## src/rtl/count_pwm_stage.sv

```systemverilog
// Purpose: samples the upcounter value, detects MAX->0 wraps, drives a double-buffered PWM and a period counter.
// Latency: pwm_out and wrap_pulse are registered, 1 clk after the q sample that causes them.
// Backpressure: none; q is consumed every cycle, duty writes are always accepted (latest write wins).
module count_pwm_stage #(
    parameter int N  = 4,
    parameter int CW = 8
) (
    input  logic          clk,
    input  logic          rst_n,
    input  logic          en,
    input  logic [N-1:0]  q,
    input  logic [N-1:0]  duty_in,
    input  logic          duty_wr,
    output logic          pwm_out,
    output logic          wrap_pulse,
    output logic          duty_pending,
    output logic [CW-1:0] cycle_count
);

    logic [N-1:0] q_d;
    logic         q_valid;
    logic [N-1:0] active_duty;
    logic [N-1:0] pending_duty;
    logic         wrap;

    // Wrap is only the MAX->0 step; q_valid masks the reset value of q_d.
    always_comb begin
        wrap = q_valid && (q_d == {N{1'b1}}) && (q == '0);
    end

    // Sample q, generate the wrap pulse, PWM output and period counter.
    always_ff @(posedge clk) begin
        if (!rst_n) begin
            q_d         <= '0;
            q_valid     <= 1'b0;
            wrap_pulse  <= 1'b0;
            pwm_out     <= 1'b0;
            cycle_count <= '0;
        end else begin
            q_d        <= q;
            q_valid    <= 1'b1;
            wrap_pulse <= wrap;
            // Compare uses the duty active before this edge; a transfer on
            // this edge shows up from the following edge.
            pwm_out    <= en && (q < active_duty);
            if (wrap && en && (cycle_count != {CW{1'b1}})) begin
                cycle_count <= cycle_count + 1'b1;
            end
        end
    end

    // Duty double-buffer: writes land in pending, move to active only at a wrap.
    always_ff @(posedge clk) begin
        if (!rst_n) begin
            active_duty  <= '0;
            pending_duty <= '0;
            duty_pending <= 1'b0;
        end else begin
            if (wrap && duty_pending) begin
                active_duty <= pending_duty;
            end
            // A write coinciding with a wrap stays pending for the next wrap.
            if (duty_wr) begin
                pending_duty <= duty_in;
                duty_pending <= 1'b1;
            end else if (wrap) begin
                duty_pending <= 1'b0;
            end
        end
    end

endmodule

```

## config.mk

```make
export PLATFORM = sky130hd
export DESIGN_NAME = count_pwm_stage
export DESIGN_NICKNAME = d
export VERILOG_FILES = /design/src/rtl/count_pwm_stage.sv
export SDC_FILE = /design/constraint.sdc
export NUM_CORES = 1
export LEC_CHECK = 0
export BUFFER_PORTS_ARGS = -buffer_cell sky130_fd_sc_hd__buf_2
export CORE_ASPECT_RATIO = 1.1
export CORE_MARGIN = 3
export CORE_UTILIZATION = 49
export CTS_BUF_LIST = sky130_fd_sc_hd__clkbuf_8
export CTS_CLUSTER_SIZE = 10
export DETAILED_ROUTE_END_ITERATION = 12
export GPL_ROUTABILITY_DRIVEN = 0
export PLACE_DENSITY_LB_ADDON = 0.1
export SETUP_SLACK_MARGIN = 0.4
export SLEW_MARGIN = 20
export SYNTH_ARGS = -nofsm -noshare
export SYNTH_HDL_FRONTEND = slang
export SYNTH_SLANG_ARGS = --single-unit
```

## constraint.sdc

```tcl
create_clock -name clk -period 1.5 [get_ports clk]
set_input_delay 0.3 -clock clk [delete_from_list [all_inputs] [get_ports clk]]
set_output_delay 0.3 -clock clk [all_outputs]
set_load 0.01 [all_outputs]
```

## After elaboration in Yosys (flattened, before gate mapping)

Index checks and enable logic that the tools add are counted.
Widths: inputs -> output; s select.

- Register bits: 24
- Input bits: 12
- Output and inout port bits: 11

- Add/sub/neg operators: 1
- Order comparisons: 1
- Equality and inequality tests: 2
- Multiplexer cells: 3
- Reductions and logical operators: 8

Operators with widths:

| operator | number |
|---|---|
| $add 8x1->8 const B | 1 |
| $ne 8x8->1 const B | 1 |
| $logic_and 1x1->1 | 6 |
| $eq 4x4->1 const B | 1 |
| $logic_not 4->1 | 1 |
| $lt 4x4->1 | 1 |
| $mux 1 | 3 |
| $reduce_bool 2->1 | 1 |

## Depth between registers and ports, before layout

- Depth after elaboration: 5
- Gate-level depth with buffers: 6

## Worst setup path before layout

No wires, ideal clock.

- Path type: flip-flop to flip-flop
- Start point: reg cycle_count[0]
- End point: reg cycle_count[4]
- Setup time: 0.071 ns
- Data arrival time: 1.474 ns
- Data required time: 1.429 ns
- Slack: -0.045 ns
- Cell stages (with the launch flop): 7
- Path through: dfxtp_1 -> ha_1 -> nand3_1 -> nor2_1 -> clkbuf_1 -> or4_1 -> a21oi_1

- Longest elaborated chain between the ends: 2

RTL lines:

| what | line | source |
|---|---|---|
| start, declared | 17 | `output logic [CW-1:0] cycle_count` |
| start signal, assigned | 47 | `cycle_count <= cycle_count + 1'b1;` |
| branches (longest 2 deep; another with $add 8x1->8) | - |  |

Several ways; the timed one is not identified.
A chain may end at the register's enable or synchronous reset.

## Final worst setup path

Ends and elaborated chain as after synthesis.

==> impl_metrics.yaml <==
sta:
  rsz0062_at_grt: "true"
  fmax_mhz: 665.4
  tightest_slew_ns: 0.3962
  finClkSkew_ns: 0.004420
  setup_ws_ns: -0.002937
  min_period_over_period_pct: 100.2
  fin_crit_ns: 1.503
  setup_violations: 1
  relSlewSlack_pct: 73.36
  finalHoldViolCount: 0
  drv_slew: 0
  worst_hold_slack_ns: 0.2629
critical_path:
  cp.required_ns: 1.70
  crit_path_start: "cycle_count[0]"
  crit_type: "reg -> reg"
  cp.depth: 6
  reg2reg_depth: 6
  slowest_stage: "or4_1"
  cp-end-kind: "flop"
  start_kind: "flop"
  cp.arrival_ns: 1.70
  reg2reg_from: "cycle_count[0]"
  slowest_delay_ns: 0.51
  crit_family: "simple AND/OR/NAND/NOR gates"
  cp_max_fo: 5
  critical_path_buf_inv_count: 1
  crit_chain: "ha_4 -> nand3_2 -> nor2_2 -> buf_6 -> or4_1 -> a21oi_2"
logic_synthesis:
  syn_nets: 124
  yosysTopAreaCell: "dfxtp_1"
  syn_avg_cell_area_um2: 9.558
  yosysMostFrequentCell: "dfxtp_1"
  synth_warnings: 0
  synth-xor-area-share_pct: 0
  async_flop_share_pct: 0
  synth_fa_ha_area_share_pct: 4.848
  ys_ff_latch: 24
  synth_top_family_by_area: "simple AND/OR/NAND/NOR gates"
  synthSimpleGateAreaFrac_pct: 24.24
  synth.area.top_cells: "dfxtp_1, o31ai_1, ha_1, mux2i_1, nand4_1"
  synth-edff-count: 0
  yosysTopAreaCellShare_pct: 46.55
  synth_commonest_cells: "dfxtp_1, o31ai_1, nand4_1, nor2_1"
  synth-seq-area-share_pct: 46.55
  synth-main-ff-cell: "dfxtp_1"
  syn_inst: 108
  synth-compound-area-share_pct: 14.79
  synthMuxAreaShare_pct: 4.848
  synth_cell_types: 29
  syn_area_mm2: 0.001032
clocking:
  htreeDepth: 1
  cts_buffers: 3
  cts_buffer_depth: 2
  cts_root_buf: "clkbuf_8"
  cts_hold_buf: 0
  cts.sinks: 24
  clkTransAtPathRegs_ns: 0.08
  tritoncts: "built"
  clk_latency_ns: 0.27
power:
  combPwrFrac_pct: 7.3
  switchingPower_uw: 272.1
  swShare_pct: 20.56
  pwr-share-clk_pct: 42.9
  powerDensity_mw_per_mm2: 817.0
  p_int_mw: 1.052
  ir_drop_mv: 0.9179
  p_leak_nw: 0.6583
  seq_power_share_pct: 49.8
worst_hold_path:
  min-delay-start: "duty_in[1]"
  hold_depth: 3
  hp-class: "in -> reg"
drt:
  dr.pass1.iters: 4
  wl_per_cell_um: 15.55
  drt_iter0_drc: 36
  viasPerCell: 5.648
  routed_wl_um: 2784
  num_vias: 1011
  ant_nets: 0
  drc_errors: 0
grt:
  overflow: 0
  grt_first_pass_wirelength_um: 4291
  grt_antenna_before_repair: 0
  grt_usage_pct: 21.60
  grt_pass1_vias: 951
  grt_start_max_net_pins: 15
cells_and_area:
  post-route-util_pct: 86.10
  drive_above_1_share_pct: 57.24
  fillers: 101
  multiInputGateArea_um2: 650.6
  final_nets: 169
  area_delta_synth_final_pct: 56.97
  regArea_um2: 500.5
  n_antenna_cell: 0
status:
  status: "complete, but fails checks"
  violations: "negative setup slack"
floorplanning:
  core_mm2: 0.001882
  die_w_um: 49.76
  die_area_mm2: 0.002694
  placementRows: 16
  ios: 23
  start_util_pct: 54.85
  die_y_um: 54.14
placed_design:
  hpwl_um: 1703
  io_buffers: 22
run:
  cap_violations: 0
per-stage QoR:
stage	setup TNS, ns	setup slack, ns	cells	instance area [µm²]	total power [mW]
2_1_floorplan	0	0.06313	108	1066	0.7101
3_3_place_gp	-0.8535	-0.1542	167	1299	0.7523
3_5_place_dp	-1.211	-0.2167	167	1299	0.7553
4_1_cts	0	0.06072	177	1538	1.328
5_1_grt	-0.1198	-0.09848	179	1620	1.366
6_report	-0.002937	-0.002937	179	1620	1.324
layout make-up:
class	instances	share of cell area, %
clock buffer	3	2.548
clock inverter	1	1.853
inverter	7	1.622
multi-input combinational	71	40.15
sequential	24	30.89
tap	27	2.085
timing repair buffer	46	20.85
metal layers:
layer / share of wire, % / global-route usage (%) / vias up
li1: - / - / 488
met1: 45 / 26.41 / 474
met2: 47 / 35.90 / 39
met3: 5.3 / 2.770 / 10
met4: 2.9 / 14.75 / 0
met5: 0 / 0 / -
worst paths after layout:
check                          to  slack, ns
setup reg to reg   cycle_count[4]     -0.003
hold / removal    pending_duty[1]       0.26
setup / recovery   cycle_count[4]     -0.003
hold reg to reg    cycle_count[5]       0.47
flip-flops by register name, indices dropped and copies added, names as in the netlist:
name          count
cycle_count       8
active_duty       4
pending_duty      4
q_d               4
duty_pending      1
pwm_out           1
q_valid           1
wrap_pulse        1
worst min-delay path, cell delays in order:
cell and delay [ns]:
buf_2 0.07, mux2i_1 0.05, nor2_1 0.07
cell families (layout without fill, tap and decap cells):
kind of cell,count (synthesis),count (layout)
and+or+nand+nor,40,40
adders and majority gates,4,4
muxes,5,5
buffers and inverters,13,57
DFF,24,24
AOI/OAI and AO/OA,22,22
power by group through the flow:
| stage | Sequential, mW | Clock, mW | Combinational, mW |
|---|---|---|---|
| after floorplan | 0.674 | 0 | 0.0356 |
| after global placement | 0.675 | 0 | 0.0776 |
| after detailed placement | 0.675 | 0 | 0.0803 |
| after CTS | 0.660 | 0.577 | 0.0904 |
| after global routing | 0.661 | 0.599 | 0.106 |
| final | 0.659 | 0.567 | 0.0971 |
repair_timing:
action	in CTS	in global routing
setup endpoints to repair	21	21
setup buffers	5	2
gates cloned	1	0
gates resized for setup	35	17
pin swaps	14	10
layout by cell type, fill, tap and decap left out, drive strengths merged, types with 5 or more instances in the layout:
cell type and n:
a21oi 6, o31ai 8, and2 5, dfxtp 24
buf 46, mux2i 5, nand4 8, inv 6
nor2 7
(Power assumes the default switching activity.)
